===== src/rtl/spi_link.sv =====
// spi_link: SPI mode-0 master and slave pair sharing one clock domain.
// The master drives sck/cs/mosi; the slave observes only those bus signals
// and answers on miso. Both sides exchange one WORD_SIZE word, MSB first.
module spi_link #(
  parameter int unsigned WORD_SIZE = 8,
  parameter int unsigned CLK_DIV   = 2
) (
  input  logic                 clk,
  input  logic                 rst,
  input  logic                 start,
  input  logic [WORD_SIZE-1:0] m_data_in,
  input  logic                 s_load,
  input  logic [WORD_SIZE-1:0] s_data_in,
  output logic [WORD_SIZE-1:0] m_data_rcv,
  output logic [WORD_SIZE-1:0] s_data_rcv,
  output logic                 m_done,
  output logic                 s_done,
  output logic                 m_busy,
  output logic                 sck,
  output logic                 cs,
  output logic                 mosi,
  output logic                 miso
);

  localparam int unsigned W     = WORD_SIZE;
  localparam int unsigned CNT_W = $clog2(WORD_SIZE + 1);
  localparam int unsigned DIV_W = $clog2(CLK_DIV);

  typedef enum logic [1:0] {
    ST_IDLE  = 2'd0,
    ST_SHIFT = 2'd1,
    ST_DONE  = 2'd2
  } state_t;

  // Master registers
  state_t           state_q, state_d;
  logic [W-1:0]     tx_m_q, tx_m_d;
  logic [W-1:0]     rx_m_q, rx_m_d;
  logic [CNT_W-1:0] bit_cnt_q, bit_cnt_d;
  logic [DIV_W-1:0] div_q, div_d;
  logic             sck_q, sck_d;
  logic             cs_q, cs_d;
  logic             m_done_q, m_done_d;
  logic             m_busy_q, m_busy_d;
  logic [W-1:0]     m_data_rcv_q, m_data_rcv_d;

  // Slave registers
  logic             s_sck_q, s_sck_d;
  logic [W-1:0]     tx_s_q, tx_s_d;
  logic [W-1:0]     rx_s_q, rx_s_d;
  logic [CNT_W-1:0] s_cnt_q, s_cnt_d;
  logic [W-1:0]     s_data_rcv_q, s_data_rcv_d;
  logic             s_done_q, s_done_d;

  logic             s_rise;
  logic             s_fall;

  assign sck        = sck_q;
  assign cs         = cs_q;
  assign m_done     = m_done_q;
  assign m_busy     = m_busy_q;
  assign m_data_rcv = m_data_rcv_q;
  assign s_done     = s_done_q;
  assign s_data_rcv = s_data_rcv_q;
  assign mosi       = ~cs_q & tx_m_q[W-1];
  assign miso       = ~cs & tx_s_q[W-1];

  // Master next-state: phase divider, sck generation, shift and capture
  always_comb begin
    state_d      = state_q;
    tx_m_d       = tx_m_q;
    rx_m_d       = rx_m_q;
    bit_cnt_d    = bit_cnt_q;
    div_d        = div_q;
    sck_d        = sck_q;
    cs_d         = cs_q;
    m_done_d     = 1'b0;
    m_busy_d     = m_busy_q;
    m_data_rcv_d = m_data_rcv_q;
    case (state_q)
      ST_IDLE: begin
        if (start) begin
          tx_m_d    = m_data_in;
          bit_cnt_d = '0;
          div_d     = '0;
          cs_d      = 1'b0;
          m_busy_d  = 1'b1;
          state_d   = ST_SHIFT;
        end
      end
      ST_SHIFT: begin
        if (div_q == DIV_W'(CLK_DIV - 1)) begin
          div_d = '0;
          if (!sck_q) begin
            sck_d  = 1'b1;
            rx_m_d = {rx_m_q[W-2:0], miso};
          end else begin
            sck_d  = 1'b0;
            tx_m_d = {tx_m_q[W-2:0], 1'b0};
            if (bit_cnt_q == CNT_W'(W - 1)) begin
              state_d      = ST_DONE;
              cs_d         = 1'b1;
              m_done_d     = 1'b1;
              m_data_rcv_d = rx_m_q;
            end else begin
              bit_cnt_d = bit_cnt_q + CNT_W'(1);
            end
          end
        end else begin
          div_d = div_q + DIV_W'(1);
        end
      end
      ST_DONE: begin
        m_busy_d = 1'b0;
        state_d  = ST_IDLE;
      end
      default: begin
        m_busy_d = 1'b0;
        cs_d     = 1'b1;
        sck_d    = 1'b0;
        state_d  = ST_IDLE;
      end
    endcase
  end

  // Master state register
  always_ff @(posedge clk or posedge rst) begin
    if (rst) begin
      state_q      <= ST_IDLE;
      tx_m_q       <= '0;
      rx_m_q       <= '0;
      bit_cnt_q    <= '0;
      div_q        <= '0;
      sck_q        <= 1'b0;
      cs_q         <= 1'b1;
      m_done_q     <= 1'b0;
      m_busy_q     <= 1'b0;
      m_data_rcv_q <= '0;
    end else begin
      state_q      <= state_d;
      tx_m_q       <= tx_m_d;
      rx_m_q       <= rx_m_d;
      bit_cnt_q    <= bit_cnt_d;
      div_q        <= div_d;
      sck_q        <= sck_d;
      cs_q         <= cs_d;
      m_done_q     <= m_done_d;
      m_busy_q     <= m_busy_d;
      m_data_rcv_q <= m_data_rcv_d;
    end
  end

  // Slave sck edge detection, qualified by an asserted chip select
  assign s_rise = ~cs & sck & ~s_sck_q;
  assign s_fall = ~cs & ~sck & s_sck_q;

  // Slave next-state: load while deselected, sample on rise, shift on fall
  always_comb begin
    s_sck_d      = sck;
    tx_s_d       = tx_s_q;
    rx_s_d       = rx_s_q;
    s_cnt_d      = s_cnt_q;
    s_data_rcv_d = s_data_rcv_q;
    s_done_d     = 1'b0;
    if (cs) begin
      s_cnt_d = '0;
      if (s_load) begin
        tx_s_d = s_data_in;
      end
    end else if (s_rise) begin
      rx_s_d  = {rx_s_q[W-2:0], mosi};
      s_cnt_d = s_cnt_q + CNT_W'(1);
      if (s_cnt_q == CNT_W'(W - 1)) begin
        s_data_rcv_d = {rx_s_q[W-2:0], mosi};
        s_done_d     = 1'b1;
        // The final sck fall coincides with cs rising and is never seen,
        // so the fully consumed word is cleared here instead.
        tx_s_d       = '0;
      end
    end else if (s_fall) begin
      tx_s_d = {tx_s_q[W-2:0], 1'b0};
    end
  end

  // Slave register
  always_ff @(posedge clk or posedge rst) begin
    if (rst) begin
      s_sck_q      <= 1'b0;
      tx_s_q       <= '0;
      rx_s_q       <= '0;
      s_cnt_q      <= '0;
      s_data_rcv_q <= '0;
      s_done_q     <= 1'b0;
    end else begin
      s_sck_q      <= s_sck_d;
      tx_s_q       <= tx_s_d;
      rx_s_q       <= rx_s_d;
      s_cnt_q      <= s_cnt_d;
      s_data_rcv_q <= s_data_rcv_d;
      s_done_q     <= s_done_d;
    end
  end

endmodule


===== config.mk =====
export PLATFORM = sky130hd
export DESIGN_NAME = spi_link
export DESIGN_NICKNAME = d
export VERILOG_FILES = /design/src/rtl/spi_link.sv
export SDC_FILE = /design/constraint.sdc
export NUM_CORES = 1
export LEC_CHECK = 0
export CORE_MARGIN = 8
export CORE_UTILIZATION = 35
export DETAILED_ROUTE_END_ITERATION = 6
export DONT_BUFFER_PORTS = 1
export PLACE_DENSITY_LB_ADDON = 0.1
export SETUP_SLACK_MARGIN = 0.4
export SLEW_MARGIN = 20
export SYNTH_ARGS = -nofsm -noshare
export SYNTH_HDL_FRONTEND = slang
export SYNTH_SLANG_ARGS = --single-unit
export TNS_END_PERCENT = 30

===== constraint.sdc =====
create_clock -name clk -period 2.1 [get_ports clk]
set_clock_uncertainty 0.15 [all_clocks]
set_input_delay 0.21 -clock clk [delete_from_list [all_inputs] [get_ports clk]]
set_output_delay 0.21 -clock clk [all_outputs]
set_load 0.01 [all_outputs]

* Word level (Yosys, flattened, before mapping)
Index checks and enable logic that the tools add are counted.
** Storage, ports and cells
- Bits in registers :: 64
- Bits of input ports :: 20
- Word-level logic and storage cells :: 99
** Operators by class
- Add/subtract/negate cells :: 3
- Eq/ne operators :: 11
- Muxes and demuxes :: 40
- Bitwise operators :: 12
- Reductions and logical operators :: 17
** Operators with widths (count)
- $mux W8 :: 8
- $mux W4 :: 6
- $pmux W8 S2 :: 1
- $mux W1 :: 15
- $ne A2 B2 Y1 const B :: 6
- $reduce_and A4 Y1 :: 3
- $reduce_and A5 Y1 :: 2
- $reduce_and A3 Y1 :: 3
- $add A4 B1 Y4 const B :: 2
- $eq A4 B3 Y1 const B :: 2
- $mux W2 :: 4
- $pmux W4 S2 :: 1
- $reduce_and A2 Y1 :: 4
- $and A1 B1 Y1 :: 6
- $not A1 Y1 :: 6
- $pmux W1 S2 :: 3
- $pmux W2 S2 :: 1
- $reduce_bool A2 Y1 :: 2
- $ne A3 B2 Y1 const B :: 1
- $pmux W1 S3 :: 1
- $reduce_bool A3 Y1 :: 1
- $eq A2 B1 Y1 const B :: 1
- $eq A2 B2 Y1 const B :: 1
- $logic_not A2 Y1 :: 1
- 2 further kinds :: 2

* Longest topological paths before layout
Gate-level depths: netlist of the first run.
- Depth after elaboration :: 6
- Gate-level depth with buffers :: 7
- Depth with buffers taken out :: 5

* Least setup slack after synthesis of the first run
Ideal clock, no wire load.
- Path type :: register to register
- From :: register cs_q (netlist: cs)
- To :: register tx_s_q[1]
- Library setup time :: 125 ps
- Arrival :: 1849 ps
- Required time :: 1825 ps
- Setup slack :: -24 ps
- Cell stages (with the launch flop) :: 8
- Path buffers :: 3
- Period minus slack after synthesis :: 2124 ps
- Cells stage by stage :: dfstp_2 -> buf_2 -> nor3b_4 -> and4b_1 -> buf_6 -> a211o_2 -> buf_6 -> mux2_4
** On the way
- Longest elaborated chain between the ends :: 5
** RTL lines
- from (decl) :: RTL line 42 : logic cs_q, cs_d;
- from (signal assigned) :: RTL line 146 : cs_q <= cs_d;
- $not A1 Y1 (no source line)
- $and A1 B1 Y1, on equally long branches (2 in a row) :: RTL line 154, 155
- $ne A3 B2 Y1 (no source line) (tied with other cells)
- $reduce_and A3 Y1 (no source line) / $mux W8 (equally long branches)
- to (signal assigned) :: RTL line 196 : tx_s_q <= tx_s_d;
- to (decl) :: RTL line 49 : logic [W-1:0] tx_s_q, tx_s_d;
Parallel ways exist; a longest one is shown, timed or not.
A chain may end at the register's enable or synchronous reset.

* Worst setup path in the final report of the first run
- From :: register cs_q (netlist: cs)
- To :: register tx_s_q[3]
Same word-level chain as after synthesis.

==> results.toml, run 1 <==
[global_route]
grt_pass1_vias = 1924
grt-ovfl-total = 0
met1_usage_pct = 12.6
grt_use_met2_pct = 16.9
gr-usage-met3_pct = 4.79
grt_first_pass_wirelength_um = 9490
grt_max_degree = 28
top_usage_layer = "met2"
grtUsageTotal_pct = 10.8
antenna_found_initial = 0

[setup_path]
crit_fanout = 8
crit_type = "flop to flop"
end_kind = "flop"
startpoint = "cs$_DFFE_PP1P_"
regToRegStartpoint = "cs$_DFFE_PP1P_"
slowest_delay_ps = 570
crit_arrival_ps = 1840
required_ps = 2170
crit_chain = "nor3b_4 -> and4b_1 -> a211o_4 -> mux2_4"
cp_slowest_cell = "dfstp_2"
critPathLaunchType = "flop"
crit_buf_inv = 0
critPathTopFamily = "flip-flops"

[floorplan]
start_util_pct = 35.9
die_w_um = 105
pin_count = 43
die_y_um = 105
core_area_sq_mm = 0.00769
rows = 32
die_area_sq_mm = 0.0110

[placement]
io_buffers = 0
place.gp.congestion = 0.728
place_ws_ps = 321
dp_hpwl_um = 3690
dpl.cell_count = 339

[cts]
numCtsBuffers = 9
cts-htree-levels = 3
clock_latency_ps = 330
cts_root_buffer = "clkbuf_8"
clk_pin_slew_ps = 70
cts_buffer_depth = 2
cts_tree = "yes"
numClockSinks = 64

[layout]
drive_above_1_share_pct = 29.7
area_growth_pct = 22.5
multi_input_area_sq_mm = 0.00111
nFillCells = 759
final_common_cell = "dfrtp_1"
diodes = 0
final_cells = 375
regArea_sq_mm = 0.00161
fin_nets = 290
final_cell_mix = "58 x dfrtp_1, 37 x nand2_1, 25 x mux2_2"

[power_and_ir_drop]
total_power_mw = 4.81
p_seq_share_pct = 43.2
intPower_mw = 3.15
p_clk_share_pct = 20.3
power_density_mw_per_mm2 = 1420
netSwitchingFraction_pct = 34.4
ir_drop_v = 0.000662
total_leakage_power_nw = 1.54
p_switching_mw = 1.66
power_frac_comb_pct = 36.4

[sta]
setup_slack_ps = 330
fmax_mhz = 565
slew_headroom_pct = 62.2
post-route-period-util_pct = 84.3
rsz0062_at_grt = "yes"
setup_tns_ps = 0
finalSetupViolCount = 0
hold_viol = 0
hold_ws_ps = 38.0
min_period_ps = 1770
drv_slew = 0
worst_slew_pin_slew_ps = 565

[synthesis]
syn_area_sq_mm = 0.00276
yosysWarnings = 0
ys_seq_area_share_pct = 58.1
synthAdderAreaFrac_pct = 0.907
syn_nets = 258
synth_cell_types = 35
synth-xor-area-share_pct = 0.952
synthMuxAreaShare_pct = 16.8
synth-simple-area-share_pct = 13.3
synth_top_family_by_area = "multiplexers"
synth.avg_cell_area_sq_um = 11.7
syn_inst = 236
synth_compound_area_share_pct = 6.49
synth_seq_cells = 64

[routing]
drt_iter0_drc = 64
drc_errors = 0
detail-route-antenna-nets = 0
totalWireLength_um = 5550
firstDrtPassIters = 4
viasPerCell = 4.81
wl_per_cell_um = 14.8
vias = 1803

[hold_path]
hp-start = "s_data_in[7]"
worst_hold_path_type = "primary input to flop"

[flow_run]
drv_cap = 0

[outcome]
status = "finished, final reports clean"
-- through the flow --
stage	instance area, sq um	utilization (%)
floorplan	2780	-
global placement	2950	38.3
detailed placement	2950	38.3
CTS	3310	43.0
global route	3380	44.0
finish	3380	44.0
-- logic make-up (layout without fill, tap and decap cells) --
group / Yosys count / after routing
XOR/XNOR: 3 / 3
AO/OA/AOI/OAI: 30 / 30
AND/OR/NAND/NOR: 78 / 78
flip-flops: 64 / 64
multiplexers: 39 / 39
adder cells (fa/ha/maj): 2 / 2
buffers and inverters: 20 / 57
-- cell type report --
| type | count | share of cell area (%) |
|---|---|---|
| Clock buffer | 14 | 5.11 |
| Clock inverter | 2 | 0.370 |
| Inverter | 8 | 0.999 |
| Multi-Input combinational cell | 152 | 33.0 |
| Sequential cell | 64 | 47.6 |
| Tap cell | 102 | 3.77 |
| Timing Repair Buffer | 33 | 9.18 |
-- metal layers --
layer	part of all wire [%]	vias to the layer above	routed length, um
met5	0	-	0
met4	1.5	0	81
met3	5.3	6	295
met2	47	33	2600
met1	46	894	2570
li1	-	870	-
-- Yosys cell counts (all sizes together) --
cell,number,share of area (%)
o22ai,1,0.23
xnor2,1,0.32
o21bai,1,0.27
xor2,2,0.64
nand2,38,5.2
a31oi,8,1.8
nand3b,2,0.54
nand2b,2,0.45
ha,2,0.91
nor2,14,1.9
nor3b,2,0.95
dfstp,1,0.95
nand4,1,0.23
and3,1,0.23
mux2i,1,0.36
and4b,1,0.36
a211o,1,0.36
nor3,4,0.91
dfrtp,63,57
nand3,9,1.6
nor2b,3,0.68
o311ai,1,0.32
clkbuf,7,0.95
buf,5,1.4
mux2,38,16
o21a,1,0.27
a21oi,5,0.91
or2b,1,0.27
inv,8,1.1
o21ai,11,2.0
a22o,1,0.32
-- power groups by stage --
stage / Combinational [mW] / Clock, mW / Sequential [mW]
2_1_floorplan: 1.36 / 0 / 1.98
3_3_place_gp: 1.63 / 0 / 2.08
3_5_place_dp: 1.65 / 0 / 2.09
4_1_cts: 1.69 / 1.03 / 2.06
5_1_grt: 1.97 / 1.07 / 2.15
6_report: 1.75 / 0.977 / 2.08
-- worst paths after layout --
check                                            end  slack (ps)  cells past startpoint
max                            tx_s_q[3]$_DFFE_PP0P_         330                      4
min                            tx_s_q[7]$_DFFE_PP0P_          40                      3
max reg2reg                    tx_s_q[3]$_DFFE_PP0P_         330                      4
min reg2reg                s_data_rcv[7]$_DFFE_PP0P_         360                      1
max in group asynchronous             cs$_DFFE_PP1P_         940                      3
min in group asynchronous  s_data_rcv[4]$_DFFE_PP0P_         260                      2
-- timing repair --
item / in CTS / in global routing
hold endpoints to repair: 43 / 0
endpoints found under the setup margin: 23 / 42
setup buffers: 1 / 1
gates cloned: 0 / 1
gates resized for setup: 0 / 18
hold buffers: 17 / 0
-- registers in the layout, indices dropped and copies added (netlist names) --
register / cells
rx_m_q: 8
m_data_rcv: 8
cs: 1
div_q: 1
m_done: 1
tx_m_q: 8
m_busy: 1
s_sck_q: 1
s_data_rcv: 8
rx_s_q: 7
bit_cnt_q: 4
sck: 1
s_cnt_q: 4
tx_s_q: 8
s_done: 1
state_q: 2
-- tightest hold or removal path: stages --
cell and delay, ps:
nand2_1 30, o21ai_0 100, mux2_4 150
Power figures use the tool's default switching activity.
==> run 2: changes to the inputs <==
--- a/config.mk
+++ b/config.mk
@@ -5,6 +5,7 @@
 export SDC_FILE = /design/constraint.sdc
 export NUM_CORES = 1
 export LEC_CHECK = 0
+export ABC_AREA = 1
 export CORE_MARGIN = 8
 export CORE_UTILIZATION = 35
 export DETAILED_ROUTE_END_ITERATION = 6
==> constraint.sdc (replaced) <==
create_clock -name clk -period 1.77 [get_ports clk]
set_clock_uncertainty 0.15 [all_clocks]
set_input_delay 0.177 -clock clk [delete_from_list [all_inputs] [get_ports clk]]
set_output_delay 0.177 -clock clk [all_outputs]
set_load 0.01 [all_outputs]
==> run 2 against run 1 <==
Compared with the run above:
- sequential share of layout area shrank 3.4 points
- setup slack lost 80 ps
- wire length up 12%
- register-to-register slack lost 50 ps
- worst hold slack better by 33 ps
- synthesized area is 1.6% higher
- sequential power down 28%
- utilization rose by 3.0 points
- sequential cell count stayed put
==> results.toml, run 2 <==
[outcome]
status = "finished, final reports clean"

[setup_path]
required_ps = 1440
slowest_delay_ps = 660
crit_chain = "buf_6 -> nor2_4"
crit_type = "flop to output port"
r2r_cells = 7
crit_buf_inv = 1
crit_fanout = 6
critPathTopFamily = "flip-flops"
cp_slowest_cell = "dfstp_2"
cp.depth = 2
end_kind = "output port"
critPathLaunchType = "flop"
crit_arrival_ps = 1190

[floorplan]
rows = 32
die_area_sq_mm = 0.0111
die_y_um = 105
core_area_sq_mm = 0.00773
die_w_um = 105
pin_count = 43
start_util_pct = 36.3

[synthesis]
synthMuxAreaShare_pct = 0
yosys.area.top_type = "dfrtp_1"
ys_top_cells_by_area = "dfrtp_1 56%, nand2_1 16%, o21ai_0 5.2%"
syn_nets = 354
synthAdderAreaFrac_pct = 0.893
synth-simple-area-share_pct = 25.5
netlist_top_cells_count = "123 x nand2_1, 63 x dfrtp_1, 29 x o21ai_0"
yosysWarnings = 0
synth_enable_flop_cells = 0
synth_seq_cells = 64
synthArstFlopShare_pct = 100
synth-xor-area-share_pct = 0.313
synth.avg_cell_area_sq_um = 8.44
syn_inst = 332
yosysTopAreaCellShare_pct = 56.3
syn_area_sq_mm = 0.00280
ys_seq_area_share_pct = 57.2
synth_top_flop_cell = "dfrtp_1"
synth_cell_types = 22
synth_top_family_by_area = "simple AND/OR/NAND/NOR gates"
synth_compound_area_share_pct = 9.60
synth_most_common_cell = "nand2_1"

[sta]
finalSetupViolCount = 0
fmax_mhz = 658
hold_viol = 0
hold_ws_ps = 71.0
setup_tns_ps = 0
setup_slack_ps = 249
min_period_ps = 1520
rsz0062_at_grt = "yes"
slew_headroom_pct = 75.9
post-route-period-util_pct = 85.9
worst_slew_pin_slew_ps = 360
drv_slew = 0

[cts]
clock_latency_ps = 340
cts_buffer_depth = 2
clk_pin_slew_ps = 80
cts_tree = "yes"
numCtsBuffers = 9
cts-htree-levels = 3
cts_root_buffer = "clkbuf_8"
numClockSinks = 64

[layout]
regArea_sq_mm = 0.00160
multi_input_area_sq_mm = 0.00115
utilization_pct = 47.0
stdcell_area_sq_mm = 0.00363
final_cell_mix = "104 x nand2_1, 62 x dfrtp_1, 26 x inv_1, 26 x o21ai_0, 21 x o21ai_1"
drive_above_1_share_pct = 23.0
nFillCells = 760
diodes = 0
area_growth_pct = 29.6
final_common_cell = "nand2_1"
fin_nets = 400

[routing]
totalWireLength_um = 6220
drc_errors = 0
firstDrtPassIters = 4
viasPerCell = 4.60
drt_iter0_drc = 80
wl_per_cell_um = 12.8
detail-route-antenna-nets = 0
vias = 2233

[global_route]
grt-ovfl-total = 0
antenna_found_initial = 0
grtUsageTotal_pct = 11.7
grt_first_pass_wirelength_um = 10500
grt_max_degree = 38
grt_pass1_vias = 2219

[power_and_ir_drop]
total_leakage_power_nw = 1.72
ir_drop_v = 0.000334
power_density_mw_per_mm2 = 797

[flow_run]
drv_cap = 0

[placement]
place.gp.congestion = 0.731
dp_hpwl_um = 4000
placed_area_sq_mm = 0.00295
io_buffers = 0
place_ws_ps = 165

[hold_path]
worst_hold_path_type = "primary input to flop"
hold_depth = 4
-- run 2: area by class of cell --
type | instances | area share, %
Inverter | 34 | 3.89
Timing Repair Buffer | 43 | 11.0
Timing Repair inverter | 1 | 0.207
Clock buffer | 10 | 3.79
Tap cell | 102 | 3.51
Clock inverter | 6 | 1.86
Sequential cell | 64 | 44.2
Multi-Input combinational cell | 225 | 31.6
-- run 2: worst paths after layout --
check	startpoint	slack, ps	endpoint
min in group asynchronous	rst	90	s_data_rcv[5]$_DFFE_PP0P_
worst min-delay path	s_load	70	tx_s_q[5]$_DFFE_PP0P_
worst max register to register	cs$_DFFE_PP1P_	280	tx_s_q[6]$_DFFE_PP0P_
worst max-delay path	cs$_DFFE_PP1P_	250	miso
max in group asynchronous	rst	870	tx_s_q[1]$_DFFE_PP0P_
worst min register to register	rx_m_q[2]$_DFFE_PP0P_	320	m_data_rcv[2]$_DFFE_PP0P_
-- run 2: routing by layer --
| layer | vias up | GRT usage [%] | wire length, um |
|---|---|---|---|
| met5 | - | 0 | 0 |
| met4 | 0 | 5.50 | 83 |
| met3 | 9 | 3.84 | 372 |
| met2 | 46 | 18.0 | 2820 |
| met1 | 1039 | 14.6 | 2950 |
| li1 | 1139 | - | - |
-- run 2: what timing repair did --
item,in CTS,in global routing
hold buffers,18,0
cloned,1,0
pin swaps,6,10
buffers inserted,12,5
gates resized for setup,26,27
endpoints found under the setup margin,57,62
endpoints found under the hold margin,84,0
-- run 2: power by group --
| group | switching, mW | leakage (nW) | internal (mW) | total (mW) |
|---|---|---|---|---|
| combinational | 0.0614 | 0.761 | 0.0510 | 0.112 |
| sequential | 0.0112 | 0.857 | 1.48 | 1.49 |
| clock | 0.601 | 0.0989 | 0.693 | 1.29 |
| total | 0.673 | 1.72 | 2.22 | 2.90 |
-- run 2: cells by family after synthesis --
family	count (synthesis)
simple gates	169
flops	64
compound gates	53
buf+inv	43
fa+ha+maj	2
xor+xnor	1
-- run 2: through the flow --
stage	power [mW]	instances
after detailed placement	1.59	433
after global placement	1.59	433
after CTS	2.94	480
after floorplan	1.56	332
final	2.90	485
after global routing	3.02	485
-- run 2: worst register-to-register path, stage by stage (launching register included) --
cell     delay, ps
dfstp_2        660
inv_4           80
nand2_4         70
nor2_4          40
nand2_2         80
nand3_4        150
nand2_2        110
nand2_2         50
==> run 3: changes to the inputs <==
--- a/config.mk
+++ b/config.mk
@@ -10,6 +10,7 @@
 export CORE_UTILIZATION = 35
 export DETAILED_ROUTE_END_ITERATION = 6
 export DONT_BUFFER_PORTS = 1
+export MAX_ROUTING_LAYER = met4
 export PLACE_DENSITY_LB_ADDON = 0.1
 export SETUP_SLACK_MARGIN = 0.4
 export SLEW_MARGIN = 20
==> run 3 against run 2 <==
Compared with the run above:
- worst hold slack worse by 1.1 ps
- clock power barely moved
- final area stayed put
- count of clock-buffer cells in the layout is the same
- wire length about the same
==> results.toml, run 3 (same netlist as run 2, synthesis figures left out) <==
[floorplan]
die_y_um = 105
die_w_um = 105
die_area_sq_mm = 0.0111
rows = 32
pin_count = 43
start_util_pct = 36.3
core_area_sq_mm = 0.00773

[global_route]
met1_usage_pct = 14.6
grt-ovfl-total = 0
antenna_found_initial = 0
grtUsageTotal_pct = 12.1
grt_pass1_vias = 2220
gr-usage-met3_pct = 3.78
top_usage_layer = "met2"
grt_first_pass_wirelength_um = 10500
grt_max_degree = 38
grt_use_met2_pct = 18.0

[routing]
wl_per_cell_um = 12.8
vias = 2225
totalWireLength_um = 6220
drc_errors = 0
firstDrtPassIters = 4
drt_iter0_drc = 127
detail-route-antenna-nets = 0
viasPerCell = 4.59

[sta]
fmax_mhz = 657
setup_tns_ps = 0
post-route-period-util_pct = 86.0
slew_headroom_pct = 75.9
rsz0062_at_grt = "yes"
finalSetupViolCount = 0
hold_viol = 0
min_period_ps = 1520
drv_slew = 0
worst_slew_pin_slew_ps = 360

[power_and_ir_drop]
total_leakage_power_nw = 1.72
power_density_mw_per_mm2 = 798
ir_drop_v = 0.000335
netSwitchingFraction_pct = 23.3
intPower_mw = 2.22
p_seq_share_pct = 51.4
total_power_mw = 2.90
power_frac_comb_pct = 3.9
p_switching_uw = 675
p_clk_share_pct = 44.7

[layout]
area_growth_pct = 29.6
fin_nets = 400
utilization_pct = 47.0
stdcell_area_sq_mm = 0.00363
final_cell_mix = "104 x nand2_1, 62 x dfrtp_1, 26 x inv_1, 26 x o21ai_0, 21 x o21ai_1"
final_cells = 485
final_common_cell = "nand2_1"
diodes = 0
drive_above_1_share_pct = 23.0

[setup_path]
crit_type = "flop to output port"
reg2reg_setup_slack_ps = 280
slowest_delay_ps = 660
cp_slowest_cell = "dfstp_2"
crit_arrival_ps = 1190
crit_buf_inv = 1
crit_path_end = "miso"
required_ps = 1440
end_kind = "output port"
r2r_cells = 7
crit_chain = "buf_6 -> nor2_4"
critPathLaunchType = "flop"
cp.depth = 2
critPathTopFamily = "flip-flops"
regToRegStartpoint = "cs$_DFFE_PP1P_"
startpoint = "cs$_DFFE_PP1P_"
crit_fanout = 6
worst_r2r_endpoint = "tx_s_q[6]$_DFFE_PP0P_"

[cts]
clk_pin_slew_ps = 80
cts_tree = "yes"
cts_root_buffer = "clkbuf_8"
cts-htree-levels = 3
clock_latency_ps = 340
numCtsBuffers = 9
cts_buffer_depth = 2
numClockSinks = 64

[flow_run]
drv_cap = 0

[placement]
dpl.cell_count = 433
io_buffers = 0
dp_hpwl_um = 4000
place.gp.congestion = 0.740
placed_area_sq_mm = 0.00295

[hold_path]
worst_hold_path_type = "primary input to flop"
hold_depth = 4

[outcome]
status = "finished, final reports clean"
[run 3: cell counts in the layout (fill, tap and decap cells not counted)]
No cell type changed its count.
[run 3: worst min-delay path by stage]
stage,startpoint,to,slack [ps]
after floorplan,rst,bit_cnt_q[0]$_DFFE_PP0P_,160
after global placement,rst,s_done$_DFF_PP0_,-160
after detailed placement,rst,s_done$_DFF_PP0_,-160
after CTS,s_load,tx_s_q[4]$_DFFE_PP0P_,50
after global routing,rst,s_data_rcv[6]$_DFFE_PP0P_,90
final,s_load,tx_s_q[5]$_DFFE_PP0P_,70
[run 3: final cells by class]
class	instances	area [sq um]
clock buffer	10	138
clock inverter	6	67.6
fill	760	4100
inverter	34	141
multi-input combinational	225	1150
sequential	64	1600
tap	102	128
timing repair buffer	43	399
timing repair inverter	1	7.51
[run 3: per-layer routing]
layer,part of all wire (%),vias up
li1,-,1139
met1,48,1036
met2,45,42
met3,5.7,8
met4,1.3,0
met5,0,-
[run 3: power groups by stage]
stage	Sequential (mW)	Clock, mW	Combinational (mW)
after global routing	1.49	1.40	0.129
after global placement	1.51	0	0.0749
final	1.49	1.30	0.112
after floorplan	1.51	0	0.0521
after CTS	1.49	1.35	0.112
after detailed placement	1.51	0	0.0756
[run 3: tightest hold or removal path: cells and delay by family]
family	cells	cell delay, ps
AND/OR/NAND/NOR	4	350
[run 3: stage by stage]
step | hold WS, ps | worst slack [ps]
global route | 88.2 | 191
CTS | 54.7 | 249
detailed placement | -164 | 165
global placement | -162 | 167
finish | 69.9 | 248
floorplan | 158 | 381
[run 3: repair_timing]
| action | in CTS | in global routing |
|---|---|---|
| hold buffers | 18 | 0 |
| pin swaps | 6 | 10 |
| gates cloned | 1 | 0 |
| hold endpoints to repair | 84 | 0 |
| endpoints found under the setup margin | 57 | 62 |
| buffers inserted | 12 | 5 |
| gates resized for setup | 26 | 27 |
